==> src/rtl/hex_scan_driver.sv <==
// hex_scan_driver: time-multiplexed 8-digit common-anode hex panel driver with frame-aligned input shadowing.
// Optional operand-view blinking is compiled in with the HEX_BLINK_EN macro.
module hex_scan_driver #(
    parameter int SCAN_DIV     = 50000,
    parameter int BLINK_FRAMES = 64
) (
    input  logic        clock,
    input  logic        reset,
    input  logic [31:0] display,
    input  logic [7:0]  modo,
    input  logic        sinal,
    output logic [7:0]  anodo,
    output logic [6:0]  segmentos,
    output logic        ponto,
    output logic        frame
);

    localparam int              DIV_W    = (SCAN_DIV > 1) ? $clog2(SCAN_DIV) : 1;
    localparam logic [DIV_W-1:0] DIV_LAST = DIV_W'(SCAN_DIV - 1);

    if (SCAN_DIV < 2 || BLINK_FRAMES < 1) begin : g_bad_param
        $error("hex_scan_driver: SCAN_DIV must be >= 2 and BLINK_FRAMES >= 1");
    end

    function automatic logic [6:0] hex7(input logic [3:0] n);
        logic [6:0] s;
        case (n)
            4'h0: s = 7'b1000000;
            4'h1: s = 7'b1111001;
            4'h2: s = 7'b0100100;
            4'h3: s = 7'b0110000;
            4'h4: s = 7'b0011001;
            4'h5: s = 7'b0010010;
            4'h6: s = 7'b0000010;
            4'h7: s = 7'b1111000;
            4'h8: s = 7'b0000000;
            4'h9: s = 7'b0010000;
            4'hA: s = 7'b0001000;
            4'hB: s = 7'b0000011;
            4'hC: s = 7'b1000110;
            4'hD: s = 7'b0100001;
            4'hE: s = 7'b0000110;
            default: s = 7'b0001110;
        endcase
        return s;
    endfunction

    logic [DIV_W-1:0] div_q, div_d;
    logic [2:0]       idx_q, idx_d;
    logic [31:0]      sh_display_q, sh_display_d;
    logic [7:0]       sh_modo_q, sh_modo_d;
    logic             sh_sinal_q, sh_sinal_d;
    logic             primed_q, primed_d;
    logic [7:0]       anodo_q, anodo_d;
    logic [6:0]       seg_q, seg_d;
    logic             ponto_q, ponto_d;
    logic             frame_q, frame_d;
    logic             tc, boundary, load;
    logic [3:0]       nib;

    // The priming cycle holds the divider so digit 0 of the first frame gets its full SCAN_DIV cycles.
    always_comb begin
        div_d        = div_q;
        idx_d        = idx_q;
        sh_display_d = sh_display_q;
        sh_modo_d    = sh_modo_q;
        sh_sinal_d   = sh_sinal_q;
        primed_d     = 1'b1;
        tc           = primed_q && (div_q == DIV_LAST);
        boundary     = tc && (idx_q == 3'd7);
        load         = !primed_q || boundary;
        if (primed_q) begin
            div_d = tc ? '0 : div_q + DIV_W'(1);
            if (tc) idx_d = idx_q + 3'd1;
        end
        if (load) begin
            sh_display_d = display;
            sh_modo_d    = modo;
            sh_sinal_d   = sinal;
        end
        frame_d = load;
    end

`ifdef HEX_BLINK_EN
    localparam int               FC_W    = (BLINK_FRAMES > 1) ? $clog2(BLINK_FRAMES) : 1;
    localparam logic [FC_W-1:0]  FC_LAST = FC_W'(BLINK_FRAMES - 1);

    logic [FC_W-1:0] fcnt_q, fcnt_d;
    logic            phase_q, phase_d;

    // Only real frame boundaries advance the count; the priming load starts frame 0 without counting.
    always_comb begin
        fcnt_d  = fcnt_q;
        phase_d = phase_q;
        if (boundary) begin
            if (fcnt_q == FC_LAST) begin
                fcnt_d  = '0;
                phase_d = ~phase_q;
            end else begin
                fcnt_d = fcnt_q + FC_W'(1);
            end
        end
    end

    always_ff @(posedge clock) begin
        if (reset) begin
            fcnt_q  <= '0;
            phase_q <= 1'b0;
        end else begin
            fcnt_q  <= fcnt_d;
            phase_q <= phase_d;
        end
    end
`endif

    always_comb begin
        anodo_d = 8'hFF;
        seg_d   = 7'h7F;
        ponto_d = 1'b1;
        nib     = sh_display_q[{idx_q, 2'b00} +: 4];
        if (primed_q) begin
            anodo_d = ~(8'd1 << idx_q);
            if (sh_modo_q[idx_q]) seg_d = hex7(nib);
            if (idx_q == 3'd4 && sh_sinal_q) ponto_d = 1'b0;
`ifdef HEX_BLINK_EN
            if (!sh_sinal_q && phase_q) begin
                seg_d   = 7'h7F;
                ponto_d = 1'b1;
            end
`endif
        end
    end

    always_ff @(posedge clock) begin
        if (reset) begin
            div_q        <= '0;
            idx_q        <= '0;
            sh_display_q <= '0;
            sh_modo_q    <= '0;
            sh_sinal_q   <= 1'b0;
            primed_q     <= 1'b0;
            anodo_q      <= 8'hFF;
            seg_q        <= 7'h7F;
            ponto_q      <= 1'b1;
            frame_q      <= 1'b0;
        end else begin
            div_q        <= div_d;
            idx_q        <= idx_d;
            sh_display_q <= sh_display_d;
            sh_modo_q    <= sh_modo_d;
            sh_sinal_q   <= sh_sinal_d;
            primed_q     <= primed_d;
            anodo_q      <= anodo_d;
            seg_q        <= seg_d;
            ponto_q      <= ponto_d;
            frame_q      <= frame_d;
        end
    end

    assign anodo     = anodo_q;
    assign segmentos = seg_q;
    assign ponto     = ponto_q;
    assign frame     = frame_q;

endmodule
==> config.mk <==
export PLATFORM = sky130hd
export DESIGN_NAME = hex_scan_driver
export DESIGN_NICKNAME = d
export VERILOG_FILES = /design/src/rtl/hex_scan_driver.sv
export SDC_FILE = /design/constraint.sdc
export NUM_CORES = 1
export LEC_CHECK = 0
export ABC_AREA = 0
export CAP_MARGIN = 20
export CORE_UTILIZATION = 56
export DETAILED_ROUTE_END_ITERATION = 10
export PLACE_DENSITY = 0.86
export SLEW_MARGIN = 25
export SYNTH_ARGS = -nofsm -noshare
export SYNTH_HDL_FRONTEND = slang
export SYNTH_SLANG_ARGS = --single-unit
==> constraint.sdc <==
create_clock -name clock -period 3.9 [get_ports clock]
set_input_delay 0.585 -clock clock [delete_from_list [all_inputs] [get_ports clock]]
set_output_delay 0.585 -clock clock [all_outputs]
set_load 0.01 [all_outputs]
# Yosys cells after proc, flatten, opt, wreduce, memory -nomap -nowiden
# Memories as Yosys holds them, arrays and structs flattened. A register that Yosys moved wholly into a read port is not among the register bits.
# Index checks and enable logic that the tools add are counted.
[totals] romBits=112 n_memories=1 regBits=71
[mem_list] name="(no name shown)" words=16 width=7 read_ports=1 rd_clocked_by_memory_dff=1 write_ports=0 line="27" rtl="case (n)"
[op_classes] muxes=5 shifts=2 order_cmp=1 n_eq_ne=3 n_reduce_logical=8 addsub=2 bitwise=3
[ops] operator="$shiftx A32 B6 Y4" n=1
[ops] operator="$add A16 B1 Y16 const B" n=1
[ops] operator="$eq A16 B16 Y1 const B" n=1
[ops] operator="$mux W16" n=1
[ops] operator="$not A8 Y8" n=1
[ops] operator="$shl A1 B3 Y8 const A" n=1
[ops] operator="$eq A3 B3 Y1 const B" n=2
[ops] operator="$lt A3 B4 Y1 const B" n=1
[ops] operator="$add A3 B1 Y3 const B" n=1
[ops] operator="$bmux W1 S3" n=1
[ops] operator="$logic_and A1 B1 Y1" n=3
[ops] operator="$mux W1" n=3
[ops] operator="$reduce_or A3 Y1" n=1
[ops] operator="$not A1 Y1" n=2
[ops] operator="$reduce_and A2 Y1" n=1
[ops] operator="$reduce_or A2 Y1" n=1
[ops] operator="$logic_not A1 Y1" n=1
[ops] operator="$logic_or A1 B1 Y1" n=1

# Depth between registers and ports, before layout
# Gate-level depths: netlist of run 1.
[logic_depth] word_depth=4 ltp_mapped=9 depth_no_buf=7

# Least setup slack after synthesis of run 1
# OpenSTA, ideal clock, no wires.
[synth_timing] path_kind="reg2reg" from="register idx_q[0]" to="register seg_q[3] (netlist: segmentos[3])" required_ns=3.778 slack_ns=1.393 setup_ns=0.122 path_stages_with_launch=10 arrival_time_ns=2.385 n_path_buf=2 path_cell_list="dfxtp_1 -> buf_2 -> buf_2 -> mux4_2 -> mux2i_1 -> inv_1 -> ha_1 -> o21ai_0 -> a21oi_1 -> a311o_1"
[synth_between] elab_chain_len=4 elab_cells_between_ends=5 classes_between="shift (1); mux (2); bitwise (1); reduce/logical (1)"
[synth_lines] item="start: declaration" line="49" rtl="logic [2:0] idx_q, idx_d;"
[synth_lines] item="start signal: assignment" line="148" rtl="idx_q <= idx_d;"
[synth_lines] item="$bmux W1 S3" line="123" rtl="if (sh_modo_q[idx_q]) seg_d = hex7(nib);"
[synth_lines] item="$mux W1 (not written as such)" line="123"
[synth_lines] item="$not A1 Y1 (no source line)"
[synth_lines] item="$reduce_or A3 Y1 (no source line)"
[synth_lines] item="end: declaration" line="55" rtl="logic [6:0] seg_q, seg_d;"
# Parallel ways exist; a longest one is shown, timed or not. The select of a mux whose other input is x is not followed.
# A chain may end at the register's enable or synchronous reset.

# Worst setup path in the final report of run 1
# Same ends and word-level chain as after synthesis.

==> results of run 1 <==
==> cells by family (layout without fill, tap and decap cells) <==
logic type	Yosys count	count (layout)	share of synthesized area
buffers and inverters	28	91	0.0451
flip-flops	78	78	0.454
multiplexers	61	61	0.208
AO/OA/AOI/OAI	23	23	0.0527
adder cells (fa/ha/maj)	12	12	0.0436
XOR/XNOR	15	15	0.0382
AND/OR/NAND/NOR	118	118	0.159
==> sequential cells by signal (all words and copies together), names as in the netlist <==
register	count
sh_sinal_q	1
sh_modo_q	8
div_q	16
ponto	1
primed_q	1
anodo	8
sh_display_q	32
frame	1
segmentos	7
idx_q	3
==> where the power goes <==
| group | internal [uW] | leakage [uW] | switching [uW] | total, uW |
|---|---|---|---|---|
| Clock | 427 | 0.000112 | 304 | 731 |
| Sequential | 826 | 0.000639 | 18.4 | 844 |
| Combinational | 89.1 | 0.000995 | 65.7 | 155 |
==> path summary, 6_finish.rpt <==
check / slack, ns / from / depth (start not counted) / endpoint
setup / recovery: 1.03 / idx_q[0] / 6 / segmentos[3]
hold / removal: 0.44 / sh_sinal_q / 1 / ponto
setup reg to reg: 1.03 / idx_q[0] / 6 / segmentos[3]
hold reg to reg: 0.44 / sh_sinal_q / 1 / ponto
==> per-stage QoR <==
stage,power (uW),util,setup slack [ns],hold slack (ns)
floorplan,951,-,1.39,0.370
global placement,1010,0.683,1.13,0.387
detailed placement,1020,0.683,1.02,0.417
CTS,1740,0.725,1.00,0.445
global route,1790,0.725,0.828,0.488
finish,1730,0.725,1.03,0.444
==> critical path, cell delays in order, from the launching register on <==
cell	delay, ns
dfxtp_1	0.69
mux4_2	0.57
mux2i_1	0.55
inv_1	0.16
ha_1	0.28
nand2b_1	0.16
a311o_1	0.35
==> synthesized netlist by cell type, types with 2 or more instances <==
cell type and instances:
a21oi_1 4, nand3_1 9, a221o_1 3, nor3_1 4, buf_2 4, a22o_1 2, mux2_2 3, dfxtp_1 78
nand2b_1 4, xnor2_1 10, mux2i_1 50, nand2_1 13, buf_8 4, nor2_1 64, ha_1 12, nor2b_1 7
and2_1 3, clkbuf_1 8, mux4_2 8, xor2_1 5, nand4_1 6, o21ai_0 3, inv_1 11
==> metal layers <==
metal  vias to the layer above  GRT usage  routed length, microns
li1                       1265          -                       -
met1                      1178      0.284                    3050
met2                        65      0.369                    3030
met3                        10     0.0625                     282
met4                         0      0.104                     121
met5                         -          0                       0
==> cell type report <==
type	count	area (sq um)	area share
Inverter	12	45.0	0.0105
Multi-Input combinational cell	229	1720	0.402
Clock buffer	9	124	0.0289
Timing Repair Buffer	63	621	0.145
Tap cell	75	93.8	0.0219
Clock inverter	7	121	0.0283
Sequential cell	78	1560	0.364
==> results.rst, run 1 <==
.. list-table::
   :header-rows: 1

   * - Metric
     - Value
   * - Number of cells in the finished layout apart from fillers
     - roughly 470
   * - Post-synth design cell area
     - 3440 sq um
   * - Hold_buf cts
     - 0
   * - Leakage power of the design
     - 0.00175 uW
   * - Library cells used by synthesis
     - 43
   * - Total I/O pin count
     - 60
   * - Buffer levels on the longest clock path
     - 2
   * - Initial Utilization
     - 0.581
   * - Slew margin rel.
     - 0.429
   * - Category of the critical setup timing path
     - register to register
   * - Iteration count of the initial detailed-routing pass
     - 4
   * - Overall die area
     - 6460 sq um
   * - Post-detailed-route via-to-cell ratio
     - approximately 5.3
   * - Area Overhead vs Synth
     - 24.7%
   * - Floorplan core area
     - 5920 sq um
   * - FFs w/ async S/R, synth
     - 0
   * - Non-Filler Cell Area, Final
     - 4290 sq um
   * - All-layer global routing usage
     - 0.229
   * - Worst endpoint required time
     - 4.14 ns
   * - #FFs+latches synth
     - just under 80
   * - RSZ-0062 raised after global routing
     - false
   * - Min cycle time layout
     - 2.87 ns
   * - Synth top area cells
     - dfxtp_1, mux2i_1, nor2_1
   * - Post-place instance area
     - 4050 sq um
   * - Fill cell count
     - 429
   * - Total of max-cap violations
     - 0
   * - Endpoint kind of the worst setup timing path
     - register
   * - Detailed-route via count
     - 2518
   * - Via count of the first global-routing pass
     - 2463
   * - Yosys Warn Count
     - 0
   * - Number of nets with antenna violations after detailed routing
     - 0
   * - Final Wtd Congestion
     - 0.741
   * - Post-route clock period utilization
     - 0.735
   * - Placed insts
     - 457
   * - Initial antenna violation count
     - 0
   * - Sequential area share after synthesis
     - 0.454
   * - Largest driver fanout on the critical path
     - 10
   * - Post-Syn Instances
     - 335
   * - Routed wire length
     - 6490 microns
   * - Arrival @ worst endpoint
     - between 3 and 4 ns
   * - Wire length per cell after detailed routing
     - 13.7 microns
   * - Post-route DRC
     - 0
   * - Total Neg Setup Slack
     - 0 ns
   * - Final setup violation count
     - 0
   * - Final Slew Violations
     - 0
   * - Port buffer count
     - 59
   * - # resized after CTS
     - 0
   * - H-tree levels
     - 3
   * - Largest vdd supply drop
     - between 0.3 and 0.4 mV
   * - Post-CTS repair timing setup buffer count
     - 0
   * - CTS clock-pin slew for the worst setup and hold paths
     - ~0.080 ns
   * - Total Nets Final
     - 448
   * - Ratio of total power to cell area
     - approximately 400 nW/um^2
   * - Path category of the worst min-delay check
     - register to register
   * - Die span in x
     - 80.4 microns
   * - Num rows
     - 28
   * - Final count of hold timing violations
     - 0
   * - Die height
     - ~80 microns
   * - Most common cell after layout, fill and taps aside
     - dfxtp_1
   * - Highest-count cells in the layout ignoring fill and taps
     - dfxtp_1, nor2_1, clkdlybuf4s50_1
   * - Result of the run
     - complete, no violations
   * - Fmax achieved
     - 349 MHz
   * - Flip-flop cell with the highest count after synthesis
     - dfxtp_1
   * - Post-synthesis area per instance
     - between 10 and 15 sq um
   * - Fraction of layout instances using a drive strength above 1
     - 0.0854
   * - Number of nets produced by synthesis
     - between 300 and 400
   * - Total clock buffers created by CTS
     - 9
   * - CTS tree
     - done
   * - First-pass GRT wire length
     - 11000 microns
   * - Pin count of the biggest net entering global routing
     - 42
   * - Post-route clock skew
     - about 0.014 ns
   * - CP Launch Type
     - register
   * - CTS sink cnt
     - 78
   * - Count of routing violations after the opening detailed-route iteration
     - 65
   * - Clk Latency, worst-skew pair
     - 0.36 ns
   * - Post-synthesis cell type with the largest combined area
     - dfxtp_1
   * - Placed wire-length estimate
     - 4720 microns
   * - Cell at the root of the clock tree
     - clkbuf_8
   * - Post-synth EDFFs
     - 0
   * - Top-area cell type share of the netlist area
     - 0.454
   * - Diode count
     - 0
   * - Least-Margin Pin Slew
     - around 0.83 ns
   * - Total grt overflow
     - 0
Note: power is estimated with default switching activity, not from simulation.
==> inputs of run 2 (changes only) <==
CORE_UTILIZATION = 52   (was 56)
PLACE_DENSITY = 0.81   (was 0.86)
clock period = 2.95 ns   (was 3.9 ns; I/O delays follow)
==> results.rst, run 2 (synthesis results as in run 1) <==
.. list-table::
   :header-rows: 1

   * - Metric
     - Value
   * - M1 GR Usage
     - 0.296 (+0.0120)
   * - Initial Utilization
     - 0.539 (-0.0424)
   * - Largest driver fanout on the critical path
     - 10 (unchanged)
   * - First-pass GRT wire length
     - 11600 microns (+5.3%)
   * - Port buffer count
     - 59 (unchanged)
   * - Total of max-cap violations
     - 0 (unchanged)
   * - Total clock buffers created by CTS
     - 9 (unchanged)
   * - Largest reg by FF count
     - sh_display_q
   * - Routed wire length
     - 6620 microns (+2.0%)
   * - Placed insts
     - 464 (+1.5%)
   * - Area Overhead vs Synth
     - 24.8% (about the same)
   * - Met3 track demand over resource in global routing
     - 0.0467 (-0.0158)
   * - Largest vdd supply drop
     - 0.310 mV (-4.1%)
   * - Destination of the worst register-to-register timing path
     - segmentos[3]
   * - Detailed-route via count
     - 2537 (+0.75%)
   * - Area used by sequential logic in the layout
     - 1560 sq um (unchanged)
   * - H-tree levels
     - 3 (unchanged)
   * - CP Launch Type
     - register
   * - Register-to-Register Path Depth
     - 8 (+2)
   * - # resized after CTS
     - 0 (unchanged)
   * - CTS tree
     - done
   * - Overall die area
     - 6950 sq um (+7.5%)
   * - Slew margin rel.
     - 0.572 (+0.143)
   * - Die height
     - 83.3 microns (+3.7%)
   * - Setup slack of the most critical reg-to-reg path
     - 0.47 ns (-0.56 ns)
   * - Diode count
     - 0 (unchanged)
   * - Arrival @ worst endpoint
     - 2.71 ns (-0.40 ns)
   * - Path category of the worst min-delay check
     - input port to register
   * - Post-place instance area
     - 4090 sq um (+1.2%)
   * - Final count of hold timing violations
     - 0 (unchanged)
   * - Utilization of the core after routing
     - 0.672 (-0.0524)
   * - Category of the critical setup timing path
     - register to register
   * - Leakage power of the design
     - 0.00177 uW (+1.3%)
   * - Grt peak-use layer
     - met2
   * - Total Nets Final
     - 453 (+1.1%)
   * - Post-route clock period utilization
     - 0.839 (+0.105)
   * - RSZ-0062 raised after global routing
     - false
   * - Wire length per cell after detailed routing
     - 13.8 microns (+0.56%)
   * - Floorplan core area
     - 6390 sq um (+7.9%)
   * - Min cycle time layout
     - 2.48 ns (-0.389 ns)
   * - Most common cell after layout, fill and taps aside
     - dfxtp_1
   * - Result of the run
     - complete, no violations
   * - Buffer levels on the longest clock path
     - 2 (unchanged)
   * - Iteration count of the initial detailed-routing pass
     - 4 (unchanged)
   * - CTS clock-pin slew for the worst setup and hold paths
     - 0.07 ns (about the same)
   * - Number of cells on the worst hold path
     - 2 (+1)
   * - CP endpoint
     - segmentos[3]
   * - Max reg flops
     - 32 (unchanged)
   * - Pin count of the biggest net entering global routing
     - 45 (+7.1%)
   * - Worst setup path startpoint
     - idx_q[0]
   * - Post-route DRC
     - 0 (unchanged)
   * - Endpoint kind of the worst setup timing path
     - register
   * - Number of cells in the finished layout apart from fillers
     - 480 (+1.5%)
   * - Placed wire-length estimate
     - 4730 microns (+0.23%)
   * - Total Neg Setup Slack
     - 0 ns (unchanged)
   * - Met2 routing resource usage after global routing
     - 0.307 (-0.0625)
   * - Least-Margin Pin Slew
     - 0.641 ns (-0.192 ns)
   * - Final Wtd Congestion
     - 0.788 (+6.3%)
   * - Initial antenna violation count
     - 0 (unchanged)
   * - Worst hold margin
     - 0.346 ns (-0.0980 ns)
   * - Fraction of layout instances using a drive strength above 1
     - 0.0968 (+0.0113)
   * - Post-route clock skew
     - 0.00805 ns (-0.00585 ns)
   * - Count of routing violations after the opening detailed-route iteration
     - 121 (+86%)
   * - Top flop regs
     - sh_display_q: 32 flops, div_q: 16 flops
   * - Multi-input gate area
     - 1720 sq um (unchanged)
   * - Fill cell count
     - 505 (+18%)
   * - Total grt overflow
     - 0 (unchanged)
   * - Origin of the critical flop-to-flop path
     - idx_q[0]
   * - Final setup violation count
     - 0 (unchanged)
   * - Non-Filler Cell Area, Final
     - 4290 sq um (about the same)
   * - Worst endpoint required time
     - 3.18 ns (-0.96 ns)
   * - Number of nets with antenna violations after detailed routing
     - 0 (unchanged)
   * - Total I/O pin count
     - 60 (unchanged)
   * - Die span in x
     - 83.3 microns (+3.7%)
   * - Num rows
     - 29 (+3.6%)
   * - Fmax achieved
     - 404 MHz (+16%)
   * - Cell at the root of the clock tree
     - clkbuf_8
   * - All-layer global routing usage
     - 0.211 (-0.0182)
   * - Highest-count cells in the layout ignoring fill and taps
     - dfxtp_1, nor2_1, clkdlybuf4s50_1
   * - Final Slew Violations
     - 0 (unchanged)
   * - Clk Latency, worst-skew pair
     - 0.35 ns (about the same)
   * - Hold_buf cts
     - 0 (unchanged)
   * - Post-CTS repair timing setup buffer count
     - 0 (unchanged)
   * - Via count of the first global-routing pass
     - 2513 (+2.0%)
   * - Post-detailed-route via-to-cell ratio
     - 5.29 (-0.71%)
   * - Ratio of total power to cell area
     - 497 nW/um^2 (+23%)
   * - CTS sink cnt
     - 78 (unchanged)
run 2: changes by cell type in the layout (fill, tap and decap cells not counted), sizes merged:
cell	change
buf	+6
clkbuf	+3
clkinv	+3
clkinvlp	-3
bufinv	-2
clkdlybuf4s50	-1
inv	-1
run 2: per-layer routing:
metal / part of all wire / up-vias
met5: 0 / -
met4: 0.019 / 0
met3: 0.041 / 10
met2: 0.44 / 71
met1: 0.50 / 1175
li1: - / 1281
run 2: through the flow:
step           worst slack, ns  power [uW]
6_report                 0.474        2140
5_1_grt                  0.280        2220
4_1_cts                  0.458        2150
3_5_place_dp             0.477        1350
3_3_place_gp             0.565        1340
2_1_floorplan            0.443        1260
run 2: final cells by class:
cell class                 instances  share of cell area
tap                               77              0.0224
clock buffer                      12              0.0361
sequential                        78               0.364
multi-input combinational        229               0.402
clock inverter                     4              0.0105
inverter                          12              0.0105
timing repair buffer              68               0.155
run 2: power by group:
| part | total, uW | internal (uW) | leakage [uW] | switching [uW] |
|---|---|---|---|---|
| clock network | 809 | 433 | 0.000106 | 376 |
| registers | 1110 | 1090 | 0.000639 | 20.5 |
| logic | 214 | 123 | 0.00102 | 91.5 |
run 2: how the worst min path moves through the flow:
stage | startpoint | to
6_report | reset | sh_sinal_q
5_1_grt | reset | sh_sinal_q
4_1_cts | reset | sh_sinal_q
3_5_place_dp | sh_sinal_q | ponto
3_3_place_gp | sh_sinal_q | ponto
2_1_floorplan | sh_sinal_q | ponto
run 2: critical path: stages, from the launching register on:
cell and delay (ns):
dfxtp_1 0.66, mux4_2 0.57, mux2i_1 0.14, buf_4 0.16
inv_1 0.07, ha_1 0.22, o21ai_0 0.10, a21oi_1 0.12
a311o_1 0.32
==> inputs of run 3 (changes only) <==
clock period = 2.4 ns   (was 2.95 ns; I/O delays follow)
==> results.rst, run 3 (synthesis results as in run 1) <==
.. list-table::
   :header-rows: 1

   * - Metric
     - Value
   * - Initial antenna violation count
     - 0 (unchanged)
   * - Largest driver fanout on the critical path
     - 42 (+32)
   * - CTS clock-pin slew for the worst setup and hold paths
     - 0.08 ns (about the same)
   * - Total Nets Final
     - 459 (+1.3%)
   * - CP endpoint
     - sh_display_q[16]
   * - Iteration count of the initial detailed-routing pass
     - 4 (unchanged)
   * - Final Wtd Congestion
     - 0.764 (-3.0%)
   * - Crit path depth
     - 6 (-2)
   * - List of cells traversed by the critical path
     - or4b_1, or3_4, o31ai_4, buf_12, mux2i_1, nor2_1
   * - Highest-count cells in the layout ignoring fill and taps
     - dfxtp_1, nor2_1, clkdlybuf4s50_1
   * - Post-route DRC
     - 0 (unchanged)
   * - Max reg flops
     - 32 (unchanged)
   * - Final Total Pwr
     - 2630 uW (+23%)
   * - Origin of the critical flop-to-flop path
     - div_q[5]
   * - Category of the critical setup timing path
     - register to register
   * - Result of the run
     - complete, no violations
   * - Fmax achieved
     - 440 MHz (+9.0%)
   * - Most common cell after layout, fill and taps aside
     - dfxtp_1
   * - Floorplan core area
     - 6390 sq um (unchanged)
   * - Clk Latency, worst-skew pair
     - 0.35 ns (about the same)
   * - Post-CTS repair timing setup buffer count
     - 0 (unchanged)
   * - Fraction of layout instances using a drive strength above 1
     - 0.110 (+0.0133)
   * - Net switching fraction of the power
     - 0.229 (+0.000623)
   * - Wire length per cell after detailed routing
     - 14.6 microns (+6.0%)
   * - Total I/O pin count
     - 60 (unchanged)
   * - Internal Pwr Total
     - 2030 uW (+23%)
   * - Register-to-Register Path Depth
     - 6 (-2)
   * - Number of nets with antenna violations after detailed routing
     - 0 (unchanged)
   * - # resized after CTS
     - 0 (unchanged)
   * - Top flop regs
     - sh_display_q: 32 flops, div_q: 16 flops
   * - Setup slack of the most critical reg-to-reg path
     - 0.13 ns (-0.35 ns)
   * - Post-detailed-route via-to-cell ratio
     - 5.38 (+1.9%)
   * - Min cycle time layout
     - 2.27 ns (-0.205 ns)
   * - Cell at the root of the clock tree
     - clkbuf_8
   * - Placed wire-length estimate
     - 5190 microns (+9.7%)
   * - Slew margin rel.
     - 0.674 (+0.102)
   * - Die height
     - 83.3 microns (unchanged)
   * - Leakage power of the design
     - 0.00179 uW (+1.2%)
   * - Post-route clock skew
     - 0.00539 ns (-0.00267 ns)
   * - Worst endpoint required time
     - 2.62 ns (-0.56 ns)
   * - Least-Margin Pin Slew
     - 0.488 ns (-0.153 ns)
   * - Total Neg Setup Slack
     - 0 ns (unchanged)
   * - Diode count
     - 0 (unchanged)
   * - Initial Utilization
     - 0.539 (unchanged)
   * - H-tree levels
     - 3 (unchanged)
   * - RSZ-0062 raised after global routing
     - false
   * - Path category of the worst min-delay check
     - input port to register
   * - Sequential group share of total power
     - 0.520 (about the same)
   * - CTS sink cnt
     - 78 (unchanged)
   * - CP Buf/Inv Count
     - 1 (-1)
   * - Fill cell count
     - 495 (-2.0%)
   * - Destination of the worst register-to-register timing path
     - sh_display_q[16]
   * - Arrival @ worst endpoint
     - 2.50 ns (-0.21 ns)
   * - Largest reg by FF count
     - sh_display_q
   * - Overall die area
     - 6950 sq um (unchanged)
   * - Ratio of total power to cell area
     - 605 nW/um^2 (+22%)
   * - Worst setup path startpoint
     - div_q[5]
   * - Buffer levels on the longest clock path
     - 2 (unchanged)
   * - Port buffer count
     - 59 (unchanged)
   * - Endpoint kind of the worst setup timing path
     - register
   * - Routed wire length
     - 7110 microns (+7.3%)
   * - Slowest cell on crit path
     - or4b_1
   * - Final setup violation count
     - 0 (unchanged)
   * - Pin count of the biggest net entering global routing
     - 43 (-4.4%)
   * - CTS tree
     - done
   * - Num rows
     - 29 (unchanged)
   * - Total net switching power
     - 603 uW (+24%)
   * - Delay contributed by the slowest stage of the critical path
     - 0.54 ns (-0.12 ns)
   * - Area Overhead vs Synth
     - 26.6%
   * - Count of routing violations after the opening detailed-route iteration
     - 111 (-8.3%)
   * - CP Launch Type
     - register
   * - Largest vdd supply drop
     - 0.355 mV (+14%)
   * - Hold_buf cts
     - 0 (unchanged)
   * - Post-route clock period utilization
     - 0.946 (+0.107)
   * - Critical path's top delay family
     - simple AND/OR/NAND/NOR gates
   * - Final Slew Violations
     - 0 (unchanged)
   * - Detailed-route via count
     - 2617 (+3.2%)
   * - Total of max-cap violations
     - 0 (unchanged)
   * - All-layer global routing usage
     - 0.222 (+0.0109)
   * - Final count of hold timing violations
     - 0 (unchanged)
   * - Via count of the first global-routing pass
     - 2617 (+4.1%)
   * - Die span in x
     - 83.3 microns (unchanged)
   * - Total clock buffers created by CTS
     - 9 (unchanged)
   * - Power share of the combinational group
     - 0.101 (about the same)
   * - First-pass GRT wire length
     - 12200 microns (+4.7%)
   * - Clock network fraction of total power
     - 0.379 (about the same)
   * - Total grt overflow
     - 0 (unchanged)
-- run 3: changes by cell type in the layout (fill, tap and decap cells not counted) --
cell        previous run  this run
mux2i_2                0         1
clkbuf_1               1         2
buf_12                 1         2
buf_4                  8        13
mux2i_1               50        49
clkinv_2               3         1
clkinvlp_4             0         1
-- run 3: how the worst min path moves through the flow --
stage	start	to	slack, ns	depth (start not counted)
final	reset	sh_display_q[21]	0.36	2
after global routing	reset	sh_modo_q[5]	0.36	2
after CTS	reset	sh_display_q[21]	0.35	2
after detailed placement	sh_sinal_q	ponto	0.41	1
after global placement	sh_sinal_q	ponto	0.41	1
after floorplan	sh_sinal_q	ponto	0.37	1
-- run 3: stage by stage --
step | std cells | hold WS (ns) | util | worst slack (ns) | area (sq um)
2_1_floorplan | 335 | 0.370 | - | 0.0296 | 3450
3_3_place_gp | 470 | 0.407 | 0.650 | 0.223 | 4150
3_5_place_dp | 470 | 0.411 | 0.650 | 0.147 | 4150
4_1_cts | 486 | 0.345 | 0.682 | 0.130 | 4360
5_1_grt | 486 | 0.358 | 0.682 | 0.0461 | 4360
6_report | 486 | 0.356 | 0.682 | 0.128 | 4360
-- run 3: cell type report --
cell class                      count  area (sq um)  share of cell area
Tap cell                           77          96.3              0.0221
Timing Repair Buffer               74           723               0.166
Inverter                           12          45.0              0.0103
Clock buffer                       13           159              0.0365
Sequential cell                    78          1560               0.359
Multi-Input combinational cell    229          1730               0.397
Clock inverter                      3          42.5             0.00977
-- run 3: worst reg2reg max path, delay by kind of cell (launching register included) --
kind | cells | cell delay, ns
compound gates | 1 | 0.22
simple gates | 3 | 0.98
buf+inv | 1 | 0.31
mux | 1 | 0.28
flops | 1 | 0.37
-- run 3: routing by layer --
metal / up-vias / global-route usage / routed length [microns]
met1: 1247 / 0.279 / 3210
met4: 0 / 0.107 / 90
met3: 8 / 0.0388 / 323
li1: 1292 / - / -
met2: 70 / 0.369 / 3490
met5: - / 0 / 0
-- run 3: power groups by stage --
stage / sequential, uW / combinational, uW / clock, uW
global route: 1380 / 290 / 1080
finish: 1370 / 266 / 998
global placement: 1400 / 256 / 0
detailed placement: 1400 / 265 / 0
CTS: 1370 / 267 / 1010
floorplan: 1390 / 155 / 0
